===== src/rtl/if_fetch_resp.sv =====
// Fetch-address responder: issues PCs to a 1-cycle synchronous instruction memory,
// buffers {pc, inst, err} in a small FIFO and hands them to decode with valid/ready.
module if_fetch_resp #(
  parameter logic [31:0] PC_BASE    = 32'h0000_3000,
  parameter int          IMEM_AW    = 10,
  parameter int          FIFO_DEPTH = 4,
  parameter logic [31:0] NOP_INST   = 32'h0000_0013
) (
  input  logic               clk_cpu,
  input  logic               rstn,
  input  logic [31:0]        pcd,
  input  logic               redirect,
  output logic               stall,
  output logic               imem_en,
  output logic [IMEM_AW-1:0] imem_addr,
  input  logic [31:0]        imem_rdata,
  output logic               inst_valid,
  output logic [31:0]        inst_out,
  output logic [31:0]        pc_out,
  output logic               addr_err,
  input  logic               id_ready
);

  localparam int PW = $clog2(FIFO_DEPTH);
  localparam int CW = PW + 2;

  logic [CW-1:0] count_q, count_d;
  logic [PW-1:0] rd_ptr_q, rd_ptr_d;
  logic [PW-1:0] wr_ptr_q, wr_ptr_d;
  logic          inflight_v_q, inflight_v_d;
  logic [31:0]   inflight_pc_q, inflight_pc_d;
  logic          inflight_err_q, inflight_err_d;

  logic [31:0] pc_mem   [FIFO_DEPTH];
  logic [31:0] inst_mem [FIFO_DEPTH];
  logic        err_mem  [FIFO_DEPTH];

  logic [29:0]   woff;
  logic          legal;
  logic          head_v;
  logic          pop;
  logic          push;
  logic          issue;
  logic [CW-1:0] occ;

  // Word offset is only meaningful for aligned PCs; unaligned ones are illegal anyway.
  assign woff  = pcd[31:2] - PC_BASE[31:2];
  assign legal = (pcd[1:0] == 2'b00) && (pcd >= PC_BASE) && (woff[29:IMEM_AW] == '0);

  assign head_v = rstn && (count_q != '0);
  assign pop    = head_v & id_ready & ~redirect;
  assign push   = inflight_v_q & ~redirect;

  // Occupancy counts the in-flight read so a full FIFO can never be overrun.
  assign occ   = count_q + CW'(inflight_v_q) - CW'(pop);
  assign stall = rstn & ~redirect & (occ >= CW'(FIFO_DEPTH));
  assign issue = ~stall & ~redirect & rstn;

  assign imem_en   = issue & legal;
  assign imem_addr = woff[IMEM_AW-1:0];

  assign inst_valid = head_v;
  assign inst_out   = head_v ? inst_mem[rd_ptr_q] : NOP_INST;
  assign pc_out     = head_v ? pc_mem[rd_ptr_q]   : 32'h0;
  assign addr_err   = head_v ? err_mem[rd_ptr_q]  : 1'b0;

  always_comb begin
    count_d        = count_q;
    rd_ptr_d       = rd_ptr_q;
    wr_ptr_d       = wr_ptr_q;
    inflight_v_d   = issue;
    inflight_pc_d  = pcd;
    inflight_err_d = ~legal;
    if (redirect) begin
      count_d  = '0;
      rd_ptr_d = '0;
      wr_ptr_d = '0;
    end else begin
      count_d = count_q + CW'(push) - CW'(pop);
      if (push) wr_ptr_d = wr_ptr_q + PW'(1);
      if (pop)  rd_ptr_d = rd_ptr_q + PW'(1);
    end
  end

  always_ff @(posedge clk_cpu) begin
    if (!rstn) begin
      count_q      <= '0;
      rd_ptr_q     <= '0;
      wr_ptr_q     <= '0;
      inflight_v_q <= 1'b0;
    end else begin
      count_q      <= count_d;
      rd_ptr_q     <= rd_ptr_d;
      wr_ptr_q     <= wr_ptr_d;
      inflight_v_q <= inflight_v_d;
    end
  end

  // Datapath storage carries no reset; validity is tracked by count/inflight_v only.
  always_ff @(posedge clk_cpu) begin
    inflight_pc_q  <= inflight_pc_d;
    inflight_err_q <= inflight_err_d;
    if (push && rstn) begin
      pc_mem[wr_ptr_q]   <= inflight_pc_q;
      inst_mem[wr_ptr_q] <= inflight_err_q ? NOP_INST : imem_rdata;
      err_mem[wr_ptr_q]  <= inflight_err_q;
    end
  end

endmodule

===== config.mk =====
export PLATFORM = sky130hd
export DESIGN_NAME = if_fetch_resp
export DESIGN_NICKNAME = d
export VERILOG_FILES = /design/src/rtl/if_fetch_resp.sv
export SDC_FILE = /design/constraint.sdc
export NUM_CORES = 1
export LEC_CHECK = 0
export ABC_AREA = 1
export CORE_ASPECT_RATIO = 1.1
export CORE_MARGIN = 5
export CORE_UTILIZATION = 60
export DETAILED_ROUTE_END_ITERATION = 12
export PLACE_DENSITY = 0.85
export SLEW_MARGIN = 20
export SYNTH_ARGS = -nofsm -noshare
export SYNTH_HDL_FRONTEND = slang
export SYNTH_SLANG_ARGS = --single-unit

===== constraint.sdc =====
create_clock -name clk_cpu -period 6.7 [get_ports clk_cpu]
set_clock_uncertainty 0.2 [all_clocks]
set_input_delay 0.67 -clock clk_cpu [delete_from_list [all_inputs] [get_ports clk_cpu]]
set_output_delay 0.67 -clock clk_cpu [all_outputs]
set_load 0.02 [all_outputs]

# Yosys cells after proc, flatten, opt, wreduce, memory -nomap -nowiden
# Memories as Yosys holds them, arrays and structs flattened. A register that Yosys moved wholly into a read port is not among the register bits.
# Index checks and enable logic that the tools add are counted.
op_classes:
  reduce_logical: 8
  n_bitwise: 12
  magnitude_cmp: 2
  addsub: 7
  mux: 12
ops:
  columns: ["op", "count"]
  rows:
  - ["two-way mux 32 bit", 3]
  - [">= comparator 32 x 14 -> 1 bit (second input constant)", 1]
  - ["subtractor 30 x 12 -> 30 bit (second input constant)", 1]
  - ["zero test 20 bit", 1]
  - ["two-way mux 2 bit", 6]
  - ["adder 4 x 1 -> 4 bit", 2]
  - ["bitwise AND 1 bit", 8]
  - ["subtractor 4 x 1 -> 4 bit", 2]
  - ["adder 2 x 1 -> 2 bit (second input constant)", 2]
  - [">= comparator 4 x 3 -> 1 bit (second input constant)", 1]
  - ["logical AND 1 bit", 4]
  - ["NOT 1 bit", 4]
  - ["nonzero test 4 bit", 1]
  - ["two-way mux 1 bit", 3]
  - ["zero test 2 bit", 1]
  - ["OR reduction 2 bit", 1]
word_totals:
  ff_bits: 42
  mem_bits_rw: 260
  memories: 3
  output_inout_bits: 78
memory_table:
  columns: ["name", "depth", "width", "rd", "rd_clocked_by_memory_dff", "write_ports", "line_no", "source"]
  rows:
  - ["inst_mem", 4, 32, 1, 1, 1, "35", "logic [31:0] inst_mem [FIFO_DEPTH];"]
  - ["pc_mem", 4, 32, 1, 1, 1, "34", "logic [31:0] pc_mem [FIFO_DEPTH];"]
  - ["err_mem", 4, 1, 1, 1, 1, "36", "logic err_mem [FIFO_DEPTH];"]

# Longest topological paths before layout
depth:
  word_depth: 11
  ltp_mapped: 16
  depth_no_buf: 16

# Worst setup path after synthesis
# Ideal clock, no wire load.
synth_path:
  path_type: "input to register"
  start: "input port redirect"
  end: "memory err_mem[0] (enable)"
  cell_stages: 3
  n_path_buf: 0
  slack_ps: 2392
  arrival_ps: 3619
  path_cell_list: "nor2_1 nand2_1 nor2_1"
synth_between:
  elab_chain_len: 5
synth_rtl:
  columns: ["item", "line_no", "source"]
  rows:
  - ["start, declared", "12", "input logic redirect,"]
  - ["NOT 1 bit", "52", "assign push = inflight_v_q & ~redirect;"]
  - ["bitwise AND 1 bit", "52", null]
  - ["logical AND 1 bit", "103", "if (push && rstn) begin"]
  - ["two-way mux 1 bit", "103", null]
  - ["two-way mux 1 bit (implied by the code)", "106", "err_mem[wr_ptr_q] <= inflight_err_q;"]
  - ["end, declared", "36", null]
# Every way passes these cells.

==> metrics.csv <==
metric,value,unit
fillers,1290,
register bit total from synthesis,304,
top-area cell type share of the netlist area,0.650,
core box area,19800,sq um
Non-Filler Instances,1445,
Clock Root Buffer,clkbuf_16,
GRT Total Usage,0.213,
Tot Pwr,3.83,mW
TritonRoute pass-1 iters,5,
fmax,209,MHz
Synth Area per Inst,11.5,sq um
WL/cell,17.2,um
crit path launch type,flop,
fin nets,1249,
Max VDD drop,0.000216,V
Worst Path Required,5.83,ns
LEAKAGE,5.20,nW
"Setup Fix Bufs, Post-CTS",0,
hold_buf cts,0,
Worst path slowest cell,clkinv_2,
CTS H-Tree Depth,1,
CP cell instances,"clkinv_2, buf_4, nor2_1, nor2_1, o21ai_0, o311ai_0, clkdlybuf4s50_1",
Clock Sink Count,304,
placed cells,1392,
CP max stage delay,0.83,ns
via count,7931,
# DRC,0,
Worst-Skew Late Latency,0.53,ns
Placed Area,13600,sq um
worst hold path type,flop to flop,
Rel. slew slack,0.330,
first-pass GRT wire length,39400,um
post-cts resize count,0,
Synth Net Count,1127,
Die H,158,um
"FFs w/ async S/R, synth",0,
final WL,24900,um
unique cell type count in the Yosys netlist,31,
Most common cell on crit path,nor2_1,
Slew Limit Fails,0,
Max-cap violations,0,
status,finished clean,
Synth area leaders,"edfxtp_1 (65%), nor2_1 (10%), dfxtp_1 (7.3%)",
Commonest cells post-synth,"nor2_1 (319), edfxtp_1 (260), o21ai_0 (127)",
clock buffer depth,3,
Crit Path Max Fanout,73,
vias per cell,5.49,
worst slew pin tran,1.01,ns
Num CTS Buffers,28,
Initial DRC Count,604,
final global-route overflow total,0,
CP arrival,3.91,ns
Worst Setup End Kind,primary output,
Die ar.,23000,sq um
largest net degree at the start of global routing,74,
CTS tree,done,
Synth Flop Type,edfxtp_1,
Initial Utilization,0.607,
Final ANT Viol Nets,0,
number of antenna violations at the first check in global routing,0,
"area leader, netlist",edfxtp_1,
Tcrit/Tclk final,0.714,
clock-pin slew on the worst setup and hold paths,0.06,ns
num ports,146,
placer's final routability congestion estimate,0.854,
PwrDens,262,nW/um^2
vias in the first global route,7855,
Layout Utilization,0.736,
post-route cell area,14600,sq um
Post-Synthesis Cells,1049,
# setup viols final,0,
diodes inserted,0,
final setup TNS,0,ns
Post-DP HPWL,14200,um
share of cells above drive strength 1,0.0746,
"Seq/Total Area, Yosys",0.723,
most numerous cell in the Yosys netlist,nor2_1,
RSZ-0062 raised after global routing,false,
crit path time final,4.78,ns
die width,145,um
Port Buf Inserts,145,
number of synthesized flops with an enable pin,260,
crit path kind,flop to primary output,
Final Hold Violating Endpoints,0,
Area Overhead vs Synth,21.3,%
Yosys warnings,0,
num rows,54,
post-synthesis cell area,12000,sq um
==> sequential cells by signal, summed over array words and instances, names as in the netlist, named ones only <==
register,count
inflight_err_q,1
wr_ptr_q,2
pc_mem,128
count_q,4
rd_ptr_q,2
err_mem,4
inflight_pc_q,32
inflight_v_q,1
inst_mem,128
==> report_power, final <==
| group | total (mW) | leakage, nW | internal, mW | switching [mW] |
|---|---|---|---|---|
| sequential | 2.07 | 2.73 | 2.06 | 0.0134 |
| clock | 1.62 | 0.471 | 0.969 | 0.655 |
| combinational | 0.129 | 2.01 | 0.0630 | 0.0659 |
==> critical path, delay by kind of cell, from the launching register on <==
| family | cells | cell delay [ns] |
|---|---|---|
| and+or+nand+nor | 2 | 0.22 |
| AOI/OAI and AO/OA | 2 | 0.32 |
| buffers and inverters | 3 | 2.05 |
| DFF | 1 | 0.74 |
==> layout make-up <==
class / count / area (sq um) / share of cell area
flip-flops and latches: 304 / 8690 / 0.596
well taps: 252 / 315 / 0.0216
repair buffers: 155 / 1540 / 0.106
clock buffers: 35 / 768 / 0.0527
inverters: 67 / 253 / 0.0173
multi-input cells: 615 / 2810 / 0.193
clock inverters: 17 / 195 / 0.0134
==> through the flow <==
stage / hold slack, ns / worst slack [ns]
after detailed placement: 0.258 / 2.45
final: 0.266 / 1.92
after floorplan: 0.236 / 2.39
after CTS: 0.268 / 1.89
after global placement: 0.243 / 2.55
after global routing: 0.275 / 1.57
==> layout by cell type (no fill, tap or decap), types with 2 or more instances in the layout <==
| cell type | instances |
|---|---|
| bufinv_16 | 4 |
| nand2_2 | 4 |
| inv_2 | 4 |
| ha_1 | 9 |
| o21ai_1 | 5 |
| clkbuf_8 | 2 |
| a21oi_1 | 69 |
| nand4_1 | 2 |
| nand3_1 | 11 |
| o21ai_0 | 127 |
| nor2_1 | 315 |
| clkinv_2 | 9 |
| nor2_2 | 7 |
| clkbuf_16 | 29 |
| inv_1 | 62 |
| or2_2 | 3 |
| clkinvlp_4 | 3 |
| clkbuf_1 | 4 |
| clkdlybuf4s50_1 | 145 |
| edfxtp_1 | 260 |
| dfxtp_1 | 41 |
| buf_4 | 9 |
| nand3_2 | 2 |
| nor2_4 | 6 |
| o311ai_0 | 3 |
| nand2_1 | 43 |
| dfxtp_2 | 2 |
==> cell families (layout without fill, tap and decap cells) <==
family	count (synthesis)	count (layout)	share of synthesized area
DFF	304	304	0.723
xor gates and xnor gates	1	1	0.000729
AOI/OAI and AO/OA	207	207	0.0878
and+or+nand+nor	397	397	0.132
buffers and inverters	130	274	0.0458
adders and majority gates	10	10	0.0110
==> layer usage <==
layer / part of all wire / GRT usage
met3: 0.075 / 0.0282
met4: 0.031 / 0.0798
met5: 0 / 0
met2: 0.53 / 0.392
met1: 0.36 / 0.258
==> path summary, 6_finish.rpt <==
check	end	slack, ns	cells after the start	from
worst min register to register	flop	0.27	2	rd_ptr_q[1]
worst max-delay path	inst_out[1]	1.92	7	flop
worst max register to register	pc_mem[2][12]	4.28	5	inflight_v_q
worst min-delay path	flop	0.27	2	rd_ptr_q[1]
Note: power is estimated with default switching activity, not from simulation.
